## src/rtl/unified_mem_arbiter.sv

```systemverilog
// Arbiter sharing one single-port unified I/D RAM between the IF and MEM stages.
// MEM is served first (older instruction); the pipeline is frozen until both are served.
module unified_mem_arbiter #(
  parameter int ADDR_W = 32,
  parameter int DATA_W = 32,
  parameter int CNT_W  = 32
) (
  input  logic              clk,
  input  logic              reset,
  input  logic              if_req,
  input  logic [ADDR_W-1:0] if_addr,
  input  logic              mem_read,
  input  logic              mem_write,
  input  logic [ADDR_W-1:0] mem_addr,
  input  logic [DATA_W-1:0] mem_wdata,
  output logic [DATA_W-1:0] if_instr,
  output logic [DATA_W-1:0] mem_rdata,
  output logic              stall,
  output logic              ram_req,
  output logic              ram_we,
  output logic [ADDR_W-1:0] ram_addr,
  output logic [DATA_W-1:0] ram_wdata,
  input  logic [DATA_W-1:0] ram_rdata,
  input  logic              ram_ack,
  output logic [CNT_W-1:0]  stall_cycles,
  output logic [CNT_W-1:0]  conflict_cycles
);

  typedef enum logic [1:0] {
    IDLE,
    MEM_BUSY,
    IF_BUSY
  } state_t;

  state_t            state, stateNext;
  logic              ifDone, memDone;
  logic              ifDoneNext, memDoneNext;
  logic              ramReqNext, ramWeNext;
  logic [ADDR_W-1:0] ramAddrNext;
  logic [DATA_W-1:0] ramWdataNext;
  logic [DATA_W-1:0] ifInstrNext, memRdataNext;
  logic              memReq, ifPending, memPending, boundary;

  // A simultaneous read+write request is handled as a store.
  assign memReq     = mem_read | mem_write;
  assign ifPending  = if_req & ~ifDone;
  assign memPending = memReq & ~memDone;
  assign stall      = ifPending | memPending;
  assign boundary   = ~stall;

  always_comb begin
    stateNext    = state;
    ramReqNext   = ram_req;
    ramWeNext    = ram_we;
    ramAddrNext  = ram_addr;
    ramWdataNext = ram_wdata;
    ifDoneNext   = ifDone;
    memDoneNext  = memDone;
    ifInstrNext  = if_instr;
    memRdataNext = mem_rdata;

    case (state)
      IDLE: begin
        if (memPending) begin
          ramReqNext   = 1'b1;
          ramWeNext    = mem_write;
          ramAddrNext  = mem_addr;
          ramWdataNext = mem_wdata;
          stateNext    = MEM_BUSY;
        end else if (ifPending) begin
          ramReqNext  = 1'b1;
          ramWeNext   = 1'b0;
          ramAddrNext = if_addr;
          stateNext   = IF_BUSY;
        end
      end

      MEM_BUSY: begin
        if (ram_ack) begin
          memDoneNext = 1'b1;
          if (!ram_we) memRdataNext = ram_rdata;
          if (ifPending) begin
            ramWeNext   = 1'b0;
            ramAddrNext = if_addr;
            stateNext   = IF_BUSY;
          end else begin
            ramReqNext = 1'b0;
            stateNext  = IDLE;
          end
        end
      end

      IF_BUSY: begin
        if (ram_ack) begin
          ifDoneNext  = 1'b1;
          ifInstrNext = ram_rdata;
          if (memPending) begin
            ramWeNext    = mem_write;
            ramAddrNext  = mem_addr;
            ramWdataNext = mem_wdata;
            stateNext    = MEM_BUSY;
          end else begin
            ramReqNext = 1'b0;
            stateNext  = IDLE;
          end
        end
      end

      default: begin
        ramReqNext = 1'b0;
        stateNext  = IDLE;
      end
    endcase

    // A pipeline-cycle boundary wins over a late ack of an abandoned fetch,
    // so the next cycle's request is never considered already served.
    if (boundary) begin
      ifDoneNext  = 1'b0;
      memDoneNext = 1'b0;
    end
  end

  always_ff @(posedge clk) begin
    if (reset) begin
      state           <= IDLE;
      ram_req         <= 1'b0;
      ram_we          <= 1'b0;
      ram_addr        <= '0;
      ram_wdata       <= '0;
      if_instr        <= '0;
      mem_rdata       <= '0;
      ifDone          <= 1'b0;
      memDone         <= 1'b0;
      stall_cycles    <= '0;
      conflict_cycles <= '0;
    end else begin
      state     <= stateNext;
      ram_req   <= ramReqNext;
      ram_we    <= ramWeNext;
      ram_addr  <= ramAddrNext;
      ram_wdata <= ramWdataNext;
      if_instr  <= ifInstrNext;
      mem_rdata <= memRdataNext;
      ifDone    <= ifDoneNext;
      memDone   <= memDoneNext;
      if (stall) begin
        stall_cycles <= stall_cycles + CNT_W'(1);
      end else if (if_req && memReq) begin
        conflict_cycles <= conflict_cycles + CNT_W'(1);
      end
    end
  end

endmodule

```

## config.mk

```make
export PLATFORM = sky130hd
export DESIGN_NAME = unified_mem_arbiter
export DESIGN_NICKNAME = d
export VERILOG_FILES = /design/src/rtl/unified_mem_arbiter.sv
export SDC_FILE = /design/constraint.sdc
export NUM_CORES = 1
export LEC_CHECK = 0
export ABC_AREA = 1
export BUFFER_PORTS_ARGS = -buffer_cell sky130_fd_sc_hd__buf_4
export CAP_MARGIN = 20
export CORE_MARGIN = 1
export CORE_UTILIZATION = 52
export CTS_BUF_LIST = sky130_fd_sc_hd__clkbuf_4
export DETAILED_ROUTE_END_ITERATION = 8
export GPL_ROUTABILITY_DRIVEN = 0
export GPL_TIMING_DRIVEN = 0
export PLACE_DENSITY = 0.89
export SETUP_SLACK_MARGIN = 0.15
export SLEW_MARGIN = 20
export SYNTH_ARGS = -nofsm -noshare
export SYNTH_HDL_FRONTEND = slang
export SYNTH_SLANG_ARGS = --single-unit
```

## constraint.sdc

```tcl
create_clock -name clk -period 2.35 [get_ports clk]
set_input_delay 0.235 -clock clk [delete_from_list [all_inputs] [get_ports clk]]
set_output_delay 0.235 -clock clk [all_outputs]
set_load 0.005 [all_outputs]
```

# == After elaboration in Yosys (flattened, before gate mapping) ==
# Index checks and enable logic that the tools add are counted.
# totals
reg_bits,198
in_bits,134
output_inout_bits,195
elab_cells,71
# classes
addsub,2
n_eq_ne,8
mux,29
bitwise_logic,8
reduce_logical,13
# ops
op,count
$mux 32,7
$pmux 32 s3,1
$add 32x1->32 const B,2
$pmux 32 s2,1
$mux 1,12
$mux 2,5
$ne 2x2->1 const B,5
$reduce_and 2->1,4
$pmux 1 s3,2
$pmux 2 s3,1
$reduce_and 3->1,2
$reduce_and 5->1,1
$not 1->1,4
$reduce_and 4->1,1
$ne 3x3->1 const B,1
$reduce_bool 3->1,1
$and 1x1->1,2
$eq 2x1->1 const B,1
$eq 2x2->1 const B,1
$logic_not 2->1,1
$or 1x1->1,2
$reduce_bool 2->1,1
$reduce_or 2->1,1
$logic_and 1x1->1,1

# == Longest topological paths before layout ==
# depth
ltp_word,5
ltp_mapped,12
ltp_nobuf,11

# == Least setup slack after synthesis ==
# Ideal clock, no wire load.
# synth_path
path_kind,reg-to-reg
from,register state[0]
to,register ram_addr[27]
setup_ns,0.109
arrival_ns,1.673
t_required_ns,2.241
setup_slack_ns,0.568
stages_incl_launch_ff,11
n_path_buf,2
period_less_slack_ns,1.782
path_cell_list,dfxtp_1 -> inv_1 -> ha_1 -> buf_2 -> nand2_1 -> clkinv_1 -> buf_2 -> a21oi_1 -> nand4_1 -> nand2_1 -> inv_1
# synth_between
elab_chain_len,3
word_cells_on_any_way,9
cone_classes,eq/ne (5); mux (1); reduce/logical (3)
# synth_rtl
item,line,rtl
from (decl),35,"state_t state, stateNext;"
from (signal assigned),137,state <= stateNext;
"$eq 2x2->1, or another cell as far along",62,case (state)
$ne 2x2->1 (no source line) / $reduce_bool 3->1 (equally long branches),n/a,
$reduce_and 4->1 (no source line),n/a,
to (signal assigned),140,ram_addr <= ramAddrNext;
to (decl),21,"output logic [ADDR_W-1:0] ram_addr,"
# Several ways; a longest one is shown, not always the timed one.
# A chain may end at the register's enable or synchronous reset.

# == Worst setup path after layout ==
# layout_path
from,register state[0]
to,register ram_wdata[17]
# layout_between
elab_chain_len,3
word_cells_on_any_way,6
cone_classes,eq/ne (2); mux (1); reduce/logical (3)
# layout_rtl
item,line,rtl
$eq 2x2->1 / $logic_not 2->1 (equally long branches),62,
$ne 2x2->1 (no source line) / $reduce_bool 2->1 (equally long branches),n/a,
$reduce_and 2->1 (no source line),n/a,
to (signal assigned),141,ram_wdata <= ramWdataNext;
to (decl),22,"output logic [DATA_W-1:0] ram_wdata,"
# Several ways; a longest one is shown, not always the timed one.

==> results by group <==
Pwr
  • Power share of the sequential group: 36.5%
  • Pleak: approximately 6 nW
  • Combinational Power Share: 49.1%
  • Clock Power Share: approximately 14%
  • P_sw: 0.00565 W
  • Pint: 0.00712 W
  • Power density cells: 945 nW/um2
  • Switching share of total power: 44.2%
  • Max VDD drop: between 0.0009 and 0.001 V

Clock tree
  • Worst-case clock buffer depth: 2
  • Root Driver: clkbuf_4
  • Num CTS Buffers: 17
  • CTS tree: yes
  • Sink Count: 198
  • Htree depth: 4
  • Clock slew at reported path FFs: roughly 0.19 ns
  • Worst-Skew Late Latency: slightly above 0.6 ns

STA
  • Worst Tran Pin Value: around 0.63 ns
  • Tcrit/Tclk final: 89.5%
  • Hold_ws: 0.0303 ns
  • Final setup fails: 0
  • Final worst slack: 0.248 ns
  • Slew HR: slightly below 60%
  • Slew Limit Fails: 0
  • RSZ-0062 raised after global routing: false
  • Achievable Freq: ~0.48 GHz
  • Hold Violations, Final: 0
  • Sum Neg Setup Slack: 0 ns
  • Worst Clk Skew: 0.0272 ns
  • Post-route minimum period: 2.10 ns

Detailed routing
  • Routed len/inst: approximately 17 um
  • Vias: approximately 12,000
  • Final ANT Viol Nets: 0
  • Drt first pass iters: 8
  • WL final: 36,200 um
  • Via density per instance: about 5.6
  • Initial DRC count: 954
  • DRC: 0

GRT
  • GR Layer Usage met3: 8.87%
  • Pin count of the biggest net entering global routing: 20
  • Most used routing layer: met2
  • Gr ovfl total: 0
  • Total GRT Usage: 37.7%
  • Vias in the first global route: ~11,000
  • First-pass GRT wire length: approximately 55,000 um
  • GR Util met1: a little over two fifths
  • Met2 GRT Util: between 60% and 70%
  • Initial antenna violation count: 1

Place
  • Placement Setup Slack: between 0.1 and 0.15 ns
  • IO Port Bufs: ~330
  • Detailed placement HPWL: ~24,000 um
  • Placement Cell Area: 12,300 um2

Synth
  • Largest family of logic cells by synthesized area: simple AND/OR/NAND/NOR gates
  • Syn Nets: roughly 1,600
  • Post-synthesis mux area share: 0%
  • Most area-hungry cell type in the Yosys netlist: dfxtp_1
  • Async S/R FF share, synth: 0%
  • Synth Area in Simple Gates: a little over a third
  • #FFs+latches synth: ~200
  • Cells after Synth: 1,462
  • Top FF cell, synth: dfxtp_1
  • Yosys Warn Count: 0
  • Cell variety after synth: 37
  • Yosys top cell area share: ~42%
  • Mapped Avg Cell Area: 6.53 um2
  • Post-Synth Adder-Cell Area: less than 1%
  • EDFF count, synth: 0
  • Synth area leaders: dfxtp_1 (42%), nor2_1 (15%), nand2_1 (9.1%)
  • Sequential share of the synthesized area: between 40% and 50%
  • Synth Cell Area: roughly 9500 um2
  • XOR/XNOR Fraction of Synth Area: less than 1%
  • Compound-Gate Fraction of Synth Area: about 14%

Floorplan
  • Initial Util: a little over half
  • I/O pin cnt: 329
  • Die area: 18,900 um2
  • Core Rows: between 40 and 50
  • Die Ht: between 100 and 150 um
  • Die Width: ~140 um
  • Placeable Area: 18,000 um2

Worst setup path
  • CP Capture Type: register
  • Req. time, crit path: around 2.9 ns
  • Critical Path Start Type: register
  • CP Class: reg2reg
  • WP data arrival: 2.66 ns
  • Worst Path Max Fanout: 10

Finish
  • Util after Layout: 75.2%
  • Storage cell area: 3960 um2
  • Fillers: 1,263
  • Final nets: between 2,000 and 2,500
  • Multi-input combinational cell area: 4820 um2
  • Area Overhead vs Synth: 41.5%
  • Most frequent cells in the layout: nor2_1 (393), buf_4 (331), nand2_1 (229), dfxtp_1 (198), o21ai_0 (154)
  • Share of layout cells above drive strength 1: 22.7%
  • Finished Cell Area: 13,500 um2
  • Most common cell after layout, fill and taps aside: nor2_1

Run
  • Max Cap Violations: 0

Status
  • Status: completed

Hold path
  • Min-Delay Path Class: in2reg
## metrics by stage
step | instances | total power, W
floorplan | 1462 | 0.00797
global placement | 2019 | 0.0101
detailed placement | 2019 | 0.0104
CTS | 2141 | 0.0123
global route | 2143 | 0.0135
finish | 2143 | 0.0128
## power by group through the flow
stage / registers, W / clock network [W] / logic (W)
global route: 0.00472 / 0.00195 / 0.00685
detailed placement: 0.00465 / 0 / 0.00571
global placement: 0.00463 / 0 / 0.00552
finish: 0.00466 / 0.00184 / 0.00627
CTS: 0.00458 / 0.00182 / 0.00586
floorplan: 0.00465 / 0 / 0.00332
## Yosys cell counts, types with 6 or more instances
| cell | number |
|---|---|
| clkbuf_1 | 43 |
| nand3_1 | 89 |
| dfxtp_1 | 198 |
| inv_1 | 115 |
| ha_1 | 6 |
| buf_2 | 18 |
| nor3_1 | 17 |
| or2_2 | 14 |
| nand4_1 | 28 |
| inv_2 | 6 |
| nor2_1 | 394 |
| nand2_1 | 232 |
| o21ai_1 | 8 |
| o21ai_0 | 155 |
| a21oi_1 | 86 |
## state kept, by name (all words and copies together) (netlist names), 2 cells and up
signal	cells
ram_wdata	32
stall_cycles	32
if_instr	32
mem_rdata	32
ram_addr	32
conflict_cycles	32
state	2
## area by class of cell
cell class,count,share of cell area [%]
Multi-Input combinational cell,1070,35.7
Sequential cell,198,29.3
Timing Repair Buffer,420,25.0
Inverter,123,3.44
Buffer,71,2.41
Tap cell,229,2.12
Clock inverter,14,1.04
Clock buffer,17,0.945
Antenna cell,1,0.0185
## path summary, 6_finish.rpt
path	slack (ns)	start	depth (start not counted)	endpoint
hold / removal	0.03	mem_addr[8]	5	ram_addr[8]
hold reg to reg	0.50	if_instr[17]	2	if_instr[17]
setup reg to reg	0.25	state[0]	10	ram_wdata[17]
setup / recovery	0.25	state[0]	10	ram_wdata[17]
## per-layer routing
metal / vias to the layer above / share of wire (%)
li1: 5566 / -
met1: 5474 / 36
met2: 806 / 48
met3: 178 / 10
met4: 0 / 5.9
met5: - / 0
## repair_timing
| action | CTS | global route |
|---|---|---|
| buffers inserted | 0 | 1 |
| cloned | 0 | 0 |
| endpoints found under the setup margin | 17 | 61 |
| endpoints found under the hold margin | 123 | 0 |
| gates resized for setup | 2 | 16 |
| hold buffers | 91 | 0 |
## cell families (layout without fill, tap and decap cells)
family / after synthesis / after routing
AO/OA/AOI/OAI: 258 / 258
adder cells (fa/ha/maj): 6 / 6
XOR/XNOR: 3 / 3
other: 0 / 1
buffers and inverters: 194 / 645
AND/OR/NAND/NOR: 803 / 803
flip-flops: 198 / 198
## critical path, stage by stage, from the launching register on
cell and delay (ns):
dfxtp_1 0.37, inv_1 0.11, ha_1 0.18, buf_2 0.24
nand2_2 0.17, o21ai_0 0.16, nand2_2 0.20, inv_2 0.15
clkbuf_4 0.23, nor2_1 0.07, nor2_1 0.18
Power figures use the tool's default switching activity.
